[src/rtl/prog_loader_pkg.sv]
// Shared constants and state encoding for the byte-stream program loader.
package prog_loader_pkg;

  localparam logic [7:0] SYNC_BYTE = 8'hA5;
  localparam int BYTES_PER_WORD = 4;

  typedef enum logic [2:0] {
    IDLE,
    LEN,
    DATA,
    CSUM,
    DONE,
    ERR
  } state_e;

endpackage

[src/rtl/prog_loader_if.sv]
// Host byte link plus instruction-memory write port of the program loader.
interface prog_loader_if #(
  parameter int AW = 4,
  parameter int IW = 32
);

  logic          in_valid;
  logic [7:0]    in_data;
  logic          in_ready;
  logic          mem_we;
  logic [AW-1:0] mem_addr;
  logic [IW-1:0] mem_wdata;
  logic          cpu_rst;
  logic          done;
  logic          err;

  modport master (
    output in_valid, in_data,
    input  in_ready, mem_we, mem_addr, mem_wdata,
    input  cpu_rst, done, err
  );

  modport slave (
    input  in_valid, in_data,
    output in_ready, mem_we, mem_addr, mem_wdata,
    output cpu_rst, done, err
  );

endinterface

[src/rtl/prog_loader_byte_packer.sv]
// MSB-first 8-to-32 packer; word_done/word are valid in the cycle
// the last byte of a word is presented, so the caller registers them.
module byte_packer
  import prog_loader_pkg::*;
(
  input  logic        clk,
  input  logic        rst,
  input  logic        clr,
  input  logic        en,
  input  logic [7:0]  din,
  output logic        word_done,
  output logic [31:0] word
);

  localparam logic [1:0] LAST_IDX = 2'(BYTES_PER_WORD - 1);

  logic [23:0] sh;
  logic [1:0]  idx;

  assign word_done = en && (idx == LAST_IDX);
  assign word      = {sh, din};

  always_ff @(posedge clk or posedge rst) begin
    if (rst) begin
      sh  <= '0;
      idx <= '0;
    end else if (clr) begin
      sh  <= '0;
      idx <= '0;
    end else if (en) begin
      sh  <= {sh[15:0], din};
      idx <= idx + 2'd1;
    end
  end

endmodule

[src/rtl/prog_loader.sv]
// Framed byte loader for the instruction memory; holds the core in reset
// while loading. Define PROG_LOADER_CSUM_EN to require the CSUM byte.
module prog_loader
  import prog_loader_pkg::*;
#(
  parameter int DEPTH = 16,
  parameter int AW    = $clog2(DEPTH),
  parameter int IW    = 32
) (
  input  logic         clk,
  input  logic         sys_rst,
  prog_loader_if.slave bus
);

  localparam logic [2:0] S_IDLE = 3'(IDLE);
  localparam logic [2:0] S_LEN  = 3'(LEN);
  localparam logic [2:0] S_DATA = 3'(DATA);
  localparam logic [2:0] S_DONE = 3'(DONE);
  localparam logic [2:0] S_ERR  = 3'(ERR);
`ifdef PROG_LOADER_CSUM_EN
  localparam logic [2:0] S_CSUM = 3'(CSUM);
`endif

  logic [2:0]    state;
  logic [AW-1:0] widx;
  logic [AW-1:0] last;
`ifdef PROG_LOADER_CSUM_EN
  logic [7:0]    csum;
`endif

  logic          acc;
  logic          sync;
  logic          len_bad;
  logic          pk_clr;
  logic          pk_en;
  logic          pk_done;
  logic [IW-1:0] pk_word;

  assign bus.in_ready = 1'b1;

  assign acc     = bus.in_valid && bus.in_ready;
  assign sync    = bus.in_data == SYNC_BYTE;
  assign len_bad = (bus.in_data == 8'd0) ||
                   (int'(bus.in_data) > DEPTH);
  assign pk_clr  = acc && (state == S_LEN);
  assign pk_en   = acc && (state == S_DATA);

  byte_packer u_pack (
    .clk       (clk),
    .rst       (sys_rst),
    .clr       (pk_clr),
    .en        (pk_en),
    .din       (bus.in_data),
    .word_done (pk_done),
    .word      (pk_word)
  );

  always_ff @(posedge clk or posedge sys_rst) begin
    if (sys_rst) begin
      state         <= S_IDLE;
      widx          <= '0;
      last          <= '0;
`ifdef PROG_LOADER_CSUM_EN
      csum          <= '0;
`endif
      bus.mem_we    <= 1'b0;
      bus.mem_addr  <= '0;
      bus.mem_wdata <= '0;
      bus.cpu_rst   <= 1'b1;
      bus.done      <= 1'b0;
      bus.err       <= 1'b0;
    end else begin
      bus.mem_we <= 1'b0;
      if (acc) begin
        unique case (state)
          S_LEN: begin
            if (len_bad) begin
              state   <= S_ERR;
              bus.err <= 1'b1;
            end else begin
              state <= S_DATA;
              widx  <= '0;
              last  <= AW'(bus.in_data - 8'd1);
`ifdef PROG_LOADER_CSUM_EN
              csum  <= bus.in_data;
`endif
            end
          end
          S_DATA: begin
`ifdef PROG_LOADER_CSUM_EN
            csum <= csum ^ bus.in_data;
`endif
            if (pk_done) begin
              bus.mem_we    <= 1'b1;
              bus.mem_addr  <= widx;
              bus.mem_wdata <= pk_word;
              widx          <= widx + 1'b1;
              if (widx == last) begin
`ifdef PROG_LOADER_CSUM_EN
                state <= S_CSUM;
`else
                state       <= S_DONE;
                bus.done    <= 1'b1;
                bus.cpu_rst <= 1'b0;
`endif
              end
            end
          end
`ifdef PROG_LOADER_CSUM_EN
          S_CSUM: begin
            if (bus.in_data == csum) begin
              state       <= S_DONE;
              bus.done    <= 1'b1;
              bus.cpu_rst <= 1'b0;
            end else begin
              state   <= S_ERR;
              bus.err <= 1'b1;
            end
          end
`endif
          // IDLE, DONE and ERR all restart only on SYNC
          default: begin
            if (sync) begin
              state       <= S_LEN;
              bus.cpu_rst <= 1'b1;
              bus.done    <= 1'b0;
              bus.err     <= 1'b0;
            end
          end
        endcase
      end
    end
  end

endmodule

[src/flat_wrapper.sv]
// flat-port wrapper written by rule: the top's interface ports become plain ports
module prog_loader_flat import prog_loader_pkg::*;
#(
  parameter int DEPTH = 16,
  parameter int AW    = $clog2(DEPTH),
  parameter int IW    = 32
)
  (clk, sys_rst, bus_in_valid, bus_in_data, bus_in_ready, bus_mem_we, bus_mem_addr, bus_mem_wdata, bus_cpu_rst, bus_done, bus_err);
  prog_loader_if #(.AW(AW), .IW(IW)) bus_i ();
  input  logic clk;
  input  logic sys_rst;
  input wire logic [$bits(bus_i.in_valid)-1:0] bus_in_valid;
  input wire logic [$bits(bus_i.in_data)-1:0] bus_in_data;
  output wire logic [$bits(bus_i.in_ready)-1:0] bus_in_ready;
  output wire logic [$bits(bus_i.mem_we)-1:0] bus_mem_we;
  output wire logic [$bits(bus_i.mem_addr)-1:0] bus_mem_addr;
  output wire logic [$bits(bus_i.mem_wdata)-1:0] bus_mem_wdata;
  output wire logic [$bits(bus_i.cpu_rst)-1:0] bus_cpu_rst;
  output wire logic [$bits(bus_i.done)-1:0] bus_done;
  output wire logic [$bits(bus_i.err)-1:0] bus_err;
  assign bus_i.in_valid = bus_in_valid;
  assign bus_i.in_data = bus_in_data;
  assign bus_in_ready = bus_i.in_ready;
  assign bus_mem_we = bus_i.mem_we;
  assign bus_mem_addr = bus_i.mem_addr;
  assign bus_mem_wdata = bus_i.mem_wdata;
  assign bus_cpu_rst = bus_i.cpu_rst;
  assign bus_done = bus_i.done;
  assign bus_err = bus_i.err;
  prog_loader #(.DEPTH(DEPTH), .AW(AW), .IW(IW)) u_core (.clk(clk), .sys_rst(sys_rst), .bus(bus_i));
endmodule
[config.mk]
export PLATFORM = sky130hd
export DESIGN_NAME = prog_loader_flat
export DESIGN_NICKNAME = d
export VERILOG_FILES = /design/src/rtl/prog_loader_pkg.sv /design/src/rtl/prog_loader_if.sv /design/src/rtl/prog_loader_byte_packer.sv /design/src/rtl/prog_loader.sv /design/src/flat_wrapper.sv
export SDC_FILE = /design/constraint.sdc
export NUM_CORES = 1
export LEC_CHECK = 0
export ABC_CLOCK_PERIOD_IN_PS = 3800
export CAP_MARGIN = 0
export CORE_ASPECT_RATIO = 1.5
export CORE_MARGIN = 10
export CORE_UTILIZATION = 40
export DETAILED_ROUTE_END_ITERATION = 10
export PLACE_DENSITY = 0.7
export SETUP_SLACK_MARGIN = 0.05
export SLEW_MARGIN = 20
export SYNTH_ARGS = -nofsm -noshare
export SYNTH_HDL_FRONTEND = slang
export SYNTH_SLANG_ARGS = --single-unit
[constraint.sdc]
create_clock -name clk -period 3.8 [get_ports clk]
set_input_delay 1.14 -clock clk [delete_from_list [all_inputs] [get_ports clk]]
set_output_delay 1.14 -clock clk [all_outputs]
set_load 0.05 [all_outputs]
==> results of run 1 <==
## worst max-delay path by stage
stage	from	depth (start not counted)	to	slack, ns
2_1_floorplan	sys_rst	1	u_core.bus.done$_DFFE_PP0P_	0.69
3_3_place_gp	bus_in_data[0]	7	u_core.last[2]$_DFFE_PP0P_	0.61
3_5_place_dp	bus_in_data[0]	7	u_core.last[3]$_DFFE_PP0P_	0.55
4_1_cts	bus_in_data[0]	7	u_core.last[2]$_DFFE_PP0P_	0.89
5_1_grt	bus_in_data[0]	7	u_core.last[3]$_DFFE_PP0P_	0.79
6_report	bus_in_data[0]	7	u_core.last[2]$_DFFE_PP0P_	0.89
## stage by stage
| step | utilization | std cells | instance area, sq um | power (mW) | hold slack, ns |
|---|---|---|---|---|---|
| 2_1_floorplan | - | 238 | 3230 | 2.42 | 0.462 |
| 6_report | 0.516 | 399 | 4110 | 3.66 | 0.500 |
| 3_5_place_dp | 0.482 | 384 | 3840 | 2.93 | 0.488 |
| 3_3_place_gp | 0.482 | 384 | 3840 | 2.89 | 0.482 |
| 4_1_cts | 0.516 | 399 | 4110 | 3.70 | 0.501 |
| 5_1_grt | 0.516 | 399 | 4110 | 3.86 | 0.510 |
## power by group
group | internal (mW) | leakage [nW] | switching, mW
Sequential | 1.15 | 0.983 | 0.228
Clock | 0.453 | 0.127 | 0.303
Combinational | 0.611 | 0.794 | 0.919
## cells in the final DEF, fill, tap and decap left out, types with 4 or more instances in the layout
| cell type | synthesis | routed |
|---|---|---|
| a22o_1 | 24 | 24 |
| xnor2_1 | 4 | 4 |
| ha_1 | 4 | 4 |
| clkdlybuf4s50_1 | 0 | 50 |
| clkbuf_16 | 0 | 9 |
| nand2b_1 | 4 | 4 |
| dfrtp_1 | 76 | 76 |
| inv_1 | 10 | 9 |
| o21ai_0 | 7 | 7 |
| nor2_1 | 4 | 4 |
| mux2_2 | 41 | 41 |
| nand2_1 | 8 | 8 |
## cell type report
class                      instances  area (sq um)  share of cell area
clock buffer                      11           243              0.0591
timing repair buffer              54           543               0.132
inverter                          10          37.5             0.00914
tap                              105           131              0.0320
clock inverter                     4          25.0             0.00609
multi-input combinational        138          1200               0.292
sequential                        77          1930               0.470
## routing by layer
metal,track usage,vias to the layer above,share of wire
met5,0,-,0
met4,0.0574,0,0.018
met3,0.0357,9,0.044
met2,0.186,46,0.50
met1,0.134,1054,0.43
li1,-,964,-
## kinds of logic after synthesis
group / Yosys count
multiplexers: 43
other: 1
adder cells (fa/ha/maj): 4
flip-flops: 77
AO/OA/AOI/OAI: 46
buffers and inverters: 23
AND/OR/NAND/NOR: 38
XOR/XNOR: 6
## critical path, delay by kind of cell
| kind | cells | cell delay [ns] |
|---|---|---|
| buffers and inverters | 2 | 0.65 |
| multiplexers | 2 | 0.58 |
| adder cells (fa/ha/maj) | 1 | 0.23 |
| AND/OR/NAND/NOR | 2 | 0.52 |
## flip-flops by register name (all words and copies together) (netlist names)
| signal | cells |
|---|---|
| u_core.bus.mem_wdata | 32 |
| u_core.u_pack.sh | 24 |
| u_core.bus.mem_addr | 4 |
| u_core.last | 4 |
| u_core.widx | 4 |
| u_core.state | 3 |
| u_core.u_pack.idx | 2 |
| u_core.bus.cpu_rst | 1 |
| u_core.bus.done | 1 |
| u_core.bus.err | 1 |
| u_core.bus.mem_we | 1 |
==> out/qor.csv, run 1 <==
stage;metric;value;unit
outcome;run status;complete, no violations;
logic_synthesis;predominant post-synthesis flop cell;dfrtp_1;
drt;average wire per cell in the routed design;16.6;um
clocking;total of hold buffers inserted after clock tree synthesis;0;
setup_path;Worst EP arrival;3.12;ns
drt;total number of vias;2073;
clocking;clock transition time at the flip-flop clock pins of the worst setup and hold paths;0.05;ns
die;I/O pin count;52;
timing;final worst clock skew;0.00351;ns
setup_path;slowest stage cell on the critical path;clkdlybuf4s50_1;
setup_path;slowest stage delay, CP;0.57;ns
setup_path;ordered list of cells on the worst path;clkdlybuf4s50_1, inv_1, ha_1, nor3b_2, mux2i_1, nor3_4, mux2_2;
min_path;hold path start;u_core.u_pack.sh[18]$_DFFE_PP0P_;
logic_synthesis;combinational family with the most area after synthesis;multiplexers;
logic_synthesis;top-count cell post-synth;dfrtp_1;
setup_path;maximum fanout count along the critical path;7;
clocking;number of buffers created by CTS;9;
timing;number of slew-limit violations in the final report;0;
logic_synthesis;top cell type's share of synthesized area;0.588;
power;power density cells;891;mW/mm^2
min_path;Worst Hold Class;reg2reg;
cells_and_area;proportion of layout cells with a drive suffix above 1;0.235;
logic_synthesis;number of synthesized register bits;77;
logic_synthesis;Post-synth ARST share;1.00;
timing;total setup violations reported at the end of the flow;0;
logic_synthesis;commonest cells in the synthesized netlist;dfrtp_1 (76), mux2_2 (41), a22o_1 (24);
drt;drt drc;0;
setup_path;worst r2r path cells;3;
logic_synthesis;warnings from Yosys;0;
logic_synthesis;cell types occupying the most area after synthesis;dfrtp_1 (59%), mux2_2 (14%), a22o_1 (6.5%);
clocking;post-cts resize count;0;
clocking;number of H-tree branching levels;3;
placed_design;number of buffer cells added on primary ports;50;
logic_synthesis;post-synthesis mux area share;0.149;
setup_path;kind of critical path;in2reg;
setup_path;CP Capture Type;flip-flop;
clocking;Post-CTS Setup Inserts;0;
global_routing;number of antenna violations at the first check in global routing;0;
clocking;clock tree sinks;77;
min_path;endpoint with the worst hold slack;u_core.u_pack.sh[18]$_DFFE_PP0P_;
die;Row Count;40;
die;area enclosed by the die boundary;0.0122;sq mm
setup_path;Startpoint Class;input pin;
run;Max-Cap Viols;0;
clocking;worst-skew pair later-pin latency;0.33;ns
placed_design;worst slack, placed;0.554;ns
global_routing;first-pass GRT wire length;10.9;mm
power;leakage power figure;1.90;nW
timing;relative max-transition margin;0.645;
logic_synthesis;number of synthesized flops with an enable pin;0;
logic_synthesis;compound-gate portion of the synthesized area;0.114;
logic_synthesis;number of standard cells after synthesis;238;
logic_synthesis;mean cell area of the mapped netlist;13.6;sq um
clocking;Clock Tree Root;clkbuf_16;
clocking;Max Root-Sink Buffers;2;
cells_and_area;area grow syn2layout;27.0;%
global_routing;total global-route track usage;0.115;
timing;final hold vios;0;
timing;post-route worst setup slack;0.892;ns
die;DIE HEIGHT;130;um
logic_synthesis;Seq/Total Area, Yosys;0.596;
timing;post-route minimum period;2.91;ns
timing;slew at the pin closest to its max-slew limit;0.531;ns
timing;Setup TNS Final;0;ns
setup_path;Crit Reg-Reg Endpoint;u_core.bus.mem_wdata[19]$_DFFE_PP0P_;
clocking;CTS tree;built;
placed_design;post-detail-place hpwl;4.55;mm
logic_synthesis;largest area contributor in the netlist;dfrtp_1;
cells_and_area;number of antenna diodes;0;
logic_synthesis;syn_nets;253;
min_path;count of cells along the worst hold path;1;
logic_synthesis;Yosys cell types;47;
cells_and_area;number of filler cells placed in the layout;663;
cells_and_area;layout net count;305;
logic_synthesis;synthesized-area fraction occupied by and/or/nand/nor cells;0.0750;
drt;vias per inst;5.20;
drt;total detailed-routing wirelength;6.61;mm
global_routing;vias in the first global route;2124;
setup_path;r2r startpoint;u_core.u_pack.idx[0]$_DFFE_PP0P_;
global_routing;largest net degree at the start of global routing;61;
global_routing;residual overflow from global routing;0;
setup_path;critical path required time;4.01;ns
power;Peak supply drop;0.403;mV
logic_synthesis;area share of xor/xnor cells in the synthesized design;0.0162;
drt;drt first pass iters;6;
drt;DRC violation total after the first TritonRoute iteration;69;
timing;f_max;0.344;GHz
setup_path;register-to-register setup slack;2.08;ns
die;starting utilization of the core area;0.406;
drt;ANT nets after route;0;
logic_synthesis;post-synthesis instance area;0.00323;sq mm
logic_synthesis;post-synthesis share of cell area spent on full adders, half adders and majority gates;0.0155;
placed_design;final weighted congestion in routability-driven placement;0.866;
timing;unrepaired setup endpoints after global routing;no;
die;core area;0.00796;sq mm
timing;post-route fraction of the period consumed by the critical path;0.765;
die;floorplan die width;93.4;um
No activity file was read; power rests on OpenSTA's default activity.
==> run 2: changes to the inputs <==
ABC_CLOCK_PERIOD_IN_PS = 2600   (was 3800)
PLACE_DENSITY = 0.72   (was 0.7)
clock period = 2.6 ns   (was 3.8 ns; I/O delays follow)
==> out/qor.csv, run 2 (synthesized netlist as in run 1, its figures left out) <==
stage;metric;value;unit
timing;final hold vios;0;
clocking;Clock Tree Root;clkbuf_16;
timing;number of slew-limit violations in the final report;0;
timing;final worst clock skew;0.00713;ns
cells_and_area;max reg flops;32;
die;starting utilization of the core area;0.406;
cells_and_area;layout net count;316;
cells_and_area;number of cells in the finished layout apart from fillers;410;
outcome;run status;complete, no violations;
cells_and_area;register containing the most flip-flops in the final layout;u_core.bus.mem_wdata;
die;core area;0.00796;sq mm
die;area enclosed by the die boundary;0.0122;sq mm
global_routing;first-pass GRT wire length;11.6;mm
cells_and_area;most used cells in the layout excluding fill and tap cells;dfrtp_1 (76), clkdlybuf4s50_1 (50), mux2_2 (41), a22o_1 (24), buf_4 (13);
setup_path;family with the most delay on the worst path;buffers and inverters;
die;DIE HEIGHT;130;um
timing;post-route fraction of the period consumed by the critical path;0.943;
setup_path;ordered list of cells on the worst path;clkdlybuf4s50_1;
drt;DRC violation total after the first TritonRoute iteration;82;
setup_path;critical path required time;1.82;ns
timing;worst hold margin;0.498;ns
clocking;worst-skew pair later-pin latency;0.33;ns
cells_and_area;number of antenna diodes;0;
power;Peak supply drop;0.535;mV
placed_design;post-detail-place hpwl;4.85;mm
drt;average wire per cell in the routed design;16.6;um
global_routing;number of antenna violations at the first check in global routing;0;
clocking;clock tree sinks;77;
setup_path;kind of critical path;reg2out;
clocking;number of H-tree branching levels;3;
drt;total detailed-routing wirelength;6.79;mm
global_routing;residual overflow from global routing;0;
clocking;post-cts resize count;0;
setup_path;Startpoint Class;flip-flop;
die;Row Count;40;
cells_and_area;proportion of layout cells with a drive suffix above 1;0.259;
die;floorplan die width;93.4;um
placed_design;dpl cell area;0.00394;sq mm
drt;drt first pass iters;4;
setup_path;maximum fanout count along the critical path;3;
setup_path;slowest stage cell on the critical path;clkdlybuf4s50_1;
placed_design;Cells after DPL;395;
clocking;Post-CTS Setup Inserts;0;
placed_design;number of buffer cells added on primary ports;50;
cells_and_area;largest registers in the final layout;u_core.bus.mem_wdata x32, u_core.u_pack.sh x24;
run;Max-Cap Viols;0;
die;I/O pin count;52;
setup_path;slowest stage delay, CP;0.80;ns
global_routing;largest net degree at the start of global routing;41;
min_path;Worst Hold Class;reg2reg;
cells_and_area;area grow syn2layout;30.4;%
power;power density cells;1280;mW/mm^2
clocking;clock transition time at the flip-flop clock pins of the worst setup and hold paths;0.06;ns
timing;post-route minimum period;2.45;ns
timing;unrepaired setup endpoints after global routing;no;
timing;slew at the pin closest to its max-slew limit;0.517;ns
placed_design;final weighted congestion in routability-driven placement;0.825;
global_routing;vias in the first global route;2228;
cells_and_area;most common cell after layout, fill and taps aside;dfrtp_1;
clocking;total of hold buffers inserted after clock tree synthesis;0;
timing;total setup violations reported at the end of the flow;0;
global_routing;total global-route track usage;0.122;
drt;drt drc;0;
timing;f_max;0.408;GHz
drt;ANT nets after route;0;
timing;relative max-transition margin;0.655;
setup_path;sum of buffers and inverters on the critical path;1;
drt;total number of vias;2089;
clocking;Max Root-Sink Buffers;2;
cells_and_area;fin area;0.00422;sq mm
clocking;CTS tree;built;
drt;vias per inst;5.10;
cells_and_area;number of filler cells placed in the layout;652;
power;leakage power figure;1.97;nW
clocking;number of buffers created by CTS;9;
setup_path;CP Capture Type;primary output;
setup_path;Worst EP arrival;1.67;ns
-- run 2: per-layer routing --
metal / GRT usage / vias up / wire (um)
met2: 0.204 / 39 / 3500
met1: 0.137 / 1047 / 2810
met3: 0.0426 / 10 / 351
li1: - / 993 / -
met4: 0.0501 / 0 / 129
met5: 0 / - / 0
-- run 2: path summary, 6_finish.rpt --
check                                                  from                              endpoint  slack, ns  cells after the start
max reg2reg                u_core.u_pack.idx[0]$_DFFE_PP0P_  u_core.bus.mem_wdata[11]$_DFFE_PP0P_       0.86                      3
max                          u_core.bus.cpu_rst$_DFFE_PP1P_                           bus_cpu_rst       0.15                      1
min reg2reg                u_core.u_pack.sh[19]$_DFFE_PP0P_      u_core.u_pack.sh[19]$_DFFE_PP0P_       0.50                      1
min                        u_core.u_pack.sh[19]$_DFFE_PP0P_      u_core.u_pack.sh[19]$_DFFE_PP0P_       0.50                      1
min in group asynchronous                           sys_rst  u_core.bus.mem_wdata[18]$_DFFE_PP0P_       0.79                      2
max in group asynchronous                           sys_rst        u_core.bus.cpu_rst$_DFFE_PP1P_       1.31                      3
-- run 2: final cells by class --
| class | count | area, sq um | area share |
|---|---|---|---|
| flip-flops and latches | 77 | 1930 | 0.457 |
| multi-input cells | 138 | 1200 | 0.284 |
| repair buffers | 65 | 638 | 0.151 |
| clock buffers | 14 | 274 | 0.0650 |
| well taps | 105 | 131 | 0.0312 |
| inverters | 10 | 41.3 | 0.00979 |
| clock inverters | 1 | 5.00 | 0.00119 |
-- run 2: through the flow --
step	worst slack, ns	util	total power [mW]	TNS, ns
after detailed placement	-0.0253	0.495	4.30	-0.0752
after global routing	0.0981	0.530	5.70	0
after floorplan	0.485	-	3.54	0
after global placement	0.0152	0.495	4.25	0
final	0.149	0.530	5.41	0
after CTS	0.132	0.530	5.47	0
-- run 2: power by group --
part           switching (mW)  internal [mW]
registers               0.346           1.68
logic                    1.34          0.903
clock network           0.430          0.717
==> run 3: changes to the inputs <==
==> constraint.sdc (replaced) <==
create_clock -name clk -period 2.6 [get_ports clk]
set_input_delay 0.39 -clock clk [delete_from_list [all_inputs] [get_ports clk]]
set_output_delay 0.39 -clock clk [all_outputs]
set_load 0.05 [all_outputs]
==> out/qor.csv, run 3 (synthesized netlist as in run 1, its figures left out) <==
stage;metric;value;unit
outcome;run status;complete, no violations;
placed_design;number of buffer cells added on primary ports;50;
placed_design;post-detail-place hpwl;4.68;mm
timing;f_max;0.473;GHz
setup_path;kind of critical path;in2reg;
run;Max-Cap Viols;0;
drt;drt drc;0;
clocking;number of H-tree branching levels;3;
timing;total setup violations reported at the end of the flow;0;
cells_and_area;proportion of layout cells with a drive suffix above 1;0.242;
drt;ANT nets after route;0;
clocking;Max Root-Sink Buffers;2;
setup_path;sum of buffers and inverters on the critical path;2;
placed_design;Cells after DPL;387;
min_path;Worst Hold Class;in2async;
cells_and_area;number of filler cells placed in the layout;648;
clocking;Clock Tree Root;clkbuf_16;
setup_path;maximum fanout count along the critical path;7;
setup_path;Startpoint Class;input pin;
power;leakage power figure;1.96;nW
timing;relative max-transition margin;0.648;
setup_path;family with the most delay on the worst path;buffers and inverters;
setup_path;critical path required time;2.82;ns
clocking;number of buffers created by CTS;9;
timing;Setup TNS Final;0;ns
drt;total detailed-routing wirelength;6.90;mm
die;DIE HEIGHT;130;um
clocking;post-cts resize count;0;
cells_and_area;most used cells in the layout excluding fill and tap cells;dfrtp_1 (76), clkdlybuf4s50_1 (50), mux2_2 (41), a22o_1 (24);
placed_design;dpl cell area;0.00386;sq mm
drt;average wire per cell in the routed design;17.1;um
clocking;worst-skew pair later-pin latency;0.33;ns
timing;post-route worst setup slack;0.488;ns
die;Row Count;40;
timing;unrepaired setup endpoints after global routing;no;
global_routing;residual overflow from global routing;0;
global_routing;first-pass GRT wire length;11.2;mm
cells_and_area;number of antenna diodes;0;
cells_and_area;most common cell after layout, fill and taps aside;dfrtp_1;
clocking;clock transition time at the flip-flop clock pins of the worst setup and hold paths;0.05;ns
die;starting utilization of the core area;0.406;
cells_and_area;register containing the most flip-flops in the final layout;u_core.bus.mem_wdata;
die;core area;0.00796;sq mm
cells_and_area;max reg flops;32;
die;floorplan die width;93.4;um
global_routing;number of antenna violations at the first check in global routing;0;
setup_path;Worst EP arrival;2.33;ns
clocking;Post-CTS Setup Inserts;0;
power;Peak supply drop;0.549;mV
drt;vias per inst;5.28;
global_routing;vias in the first global route;2223;
timing;post-route minimum period;2.11;ns
global_routing;total global-route track usage;0.117;
setup_path;ordered list of cells on the worst path;clkdlybuf4s50_1, inv_1, ha_1, nor3b_2, mux2i_1, nor3_4, mux2_2;
cells_and_area;number of cells in the finished layout apart from fillers;403;
clocking;total of hold buffers inserted after clock tree synthesis;0;
drt;total number of vias;2129;
timing;number of slew-limit violations in the final report;0;
cells_and_area;fin area;0.00420;sq mm
clocking;clock tree sinks;77;
global_routing;largest net degree at the start of global routing;78;
setup_path;slowest stage delay, CP;0.54;ns
cells_and_area;largest registers in the final layout;u_core.bus.mem_wdata x32, u_core.u_pack.sh x24;
drt;DRC violation total after the first TritonRoute iteration;93;
setup_path;CP Capture Type;flip-flop;
timing;post-route fraction of the period consumed by the critical path;0.812;
power;power density cells;1350;mW/mm^2
placed_design;worst slack, placed;0.148;ns
timing;slew at the pin closest to its max-slew limit;0.527;ns
die;area enclosed by the die boundary;0.0122;sq mm
cells_and_area;area grow syn2layout;29.9;%
placed_design;final weighted congestion in routability-driven placement;0.874;
clocking;CTS tree;built;
drt;drt first pass iters;5;
timing;final hold vios;0;
die;I/O pin count;52;
power;overall power of the completed layout;5.68;mW
setup_path;slowest stage cell on the critical path;clkdlybuf4s50_1;
cells_and_area;layout net count;308;
timing;final worst clock skew;0.00703;ns
[run 3: cell types whose count changed in the layout (fill, tap and decap cells not counted)]
| cell | previous run | this run |
|---|---|---|
| bufinv_16 | 0 | 3 |
| clkinvlp_4 | 1 | 0 |
| buf_4 | 13 | 6 |
| clkbuf_8 | 3 | 1 |
| inv_2 | 0 | 1 |
| buf_12 | 2 | 1 |
[run 3: metal layers]
layer | part of all wire | GRT usage | wire (um)
met1 | 0.42 | 0.132 | 2880
met2 | 0.51 | 0.198 | 3540
met3 | 0.049 | 0.0357 | 341
met4 | 0.020 | 0.0546 | 140
met5 | 0 | 0 | 0
[run 3: cell type report]
type                            count  area (sq um)  share of cell area
Clock buffer                       12           246              0.0586
Clock inverter                      4          95.1              0.0226
Inverter                           10          37.5             0.00893
Multi-Input combinational cell    138          1200               0.285
Sequential cell                    77          1930               0.459
Tap cell                          105           131              0.0313
Timing Repair Buffer               57           566               0.135
[run 3: final timing paths]
kind	start	end	slack [ns]	cells past startpoint
min in group clk	u_core.u_pack.sh[19]$_DFFE_PP0P_	u_core.u_pack.sh[19]$_DFFE_PP0P_	0.50	1
min reg2reg	u_core.u_pack.sh[19]$_DFFE_PP0P_	u_core.u_pack.sh[19]$_DFFE_PP0P_	0.50	1
max reg2reg	u_core.u_pack.idx[0]$_DFFE_PP0P_	u_core.bus.mem_wdata[4]$_DFFE_PP0P_	0.89	3
max	bus_in_data[1]	u_core.last[0]$_DFFE_PP0P_	0.49	7
max in group asynchronous	sys_rst	u_core.bus.cpu_rst$_DFFE_PP1P_	1.81	3
min	sys_rst	u_core.bus.mem_wdata[9]$_DFFE_PP0P_	0.46	3
[run 3: worst register-to-register path, cell delays in order, from the launching register on]
cell and delay (ns):
dfrtp_1 0.38, ha_1 0.35, nand2_4 0.44, mux2_2 0.42
[run 3: metrics by stage]
stage,utilization,hold WS [ns]
2_1_floorplan,-,0.462
3_3_place_gp,0.485,0.479
3_5_place_dp,0.485,0.482
4_1_cts,0.528,0.480
5_1_grt,0.528,0.519
6_report,0.528,0.463
[run 3: power by group]
group	internal [mW]	switching [mW]
Clock	0.962	0.459
Combinational	0.894	1.34
Sequential	1.68	0.347
Total	3.53	2.14
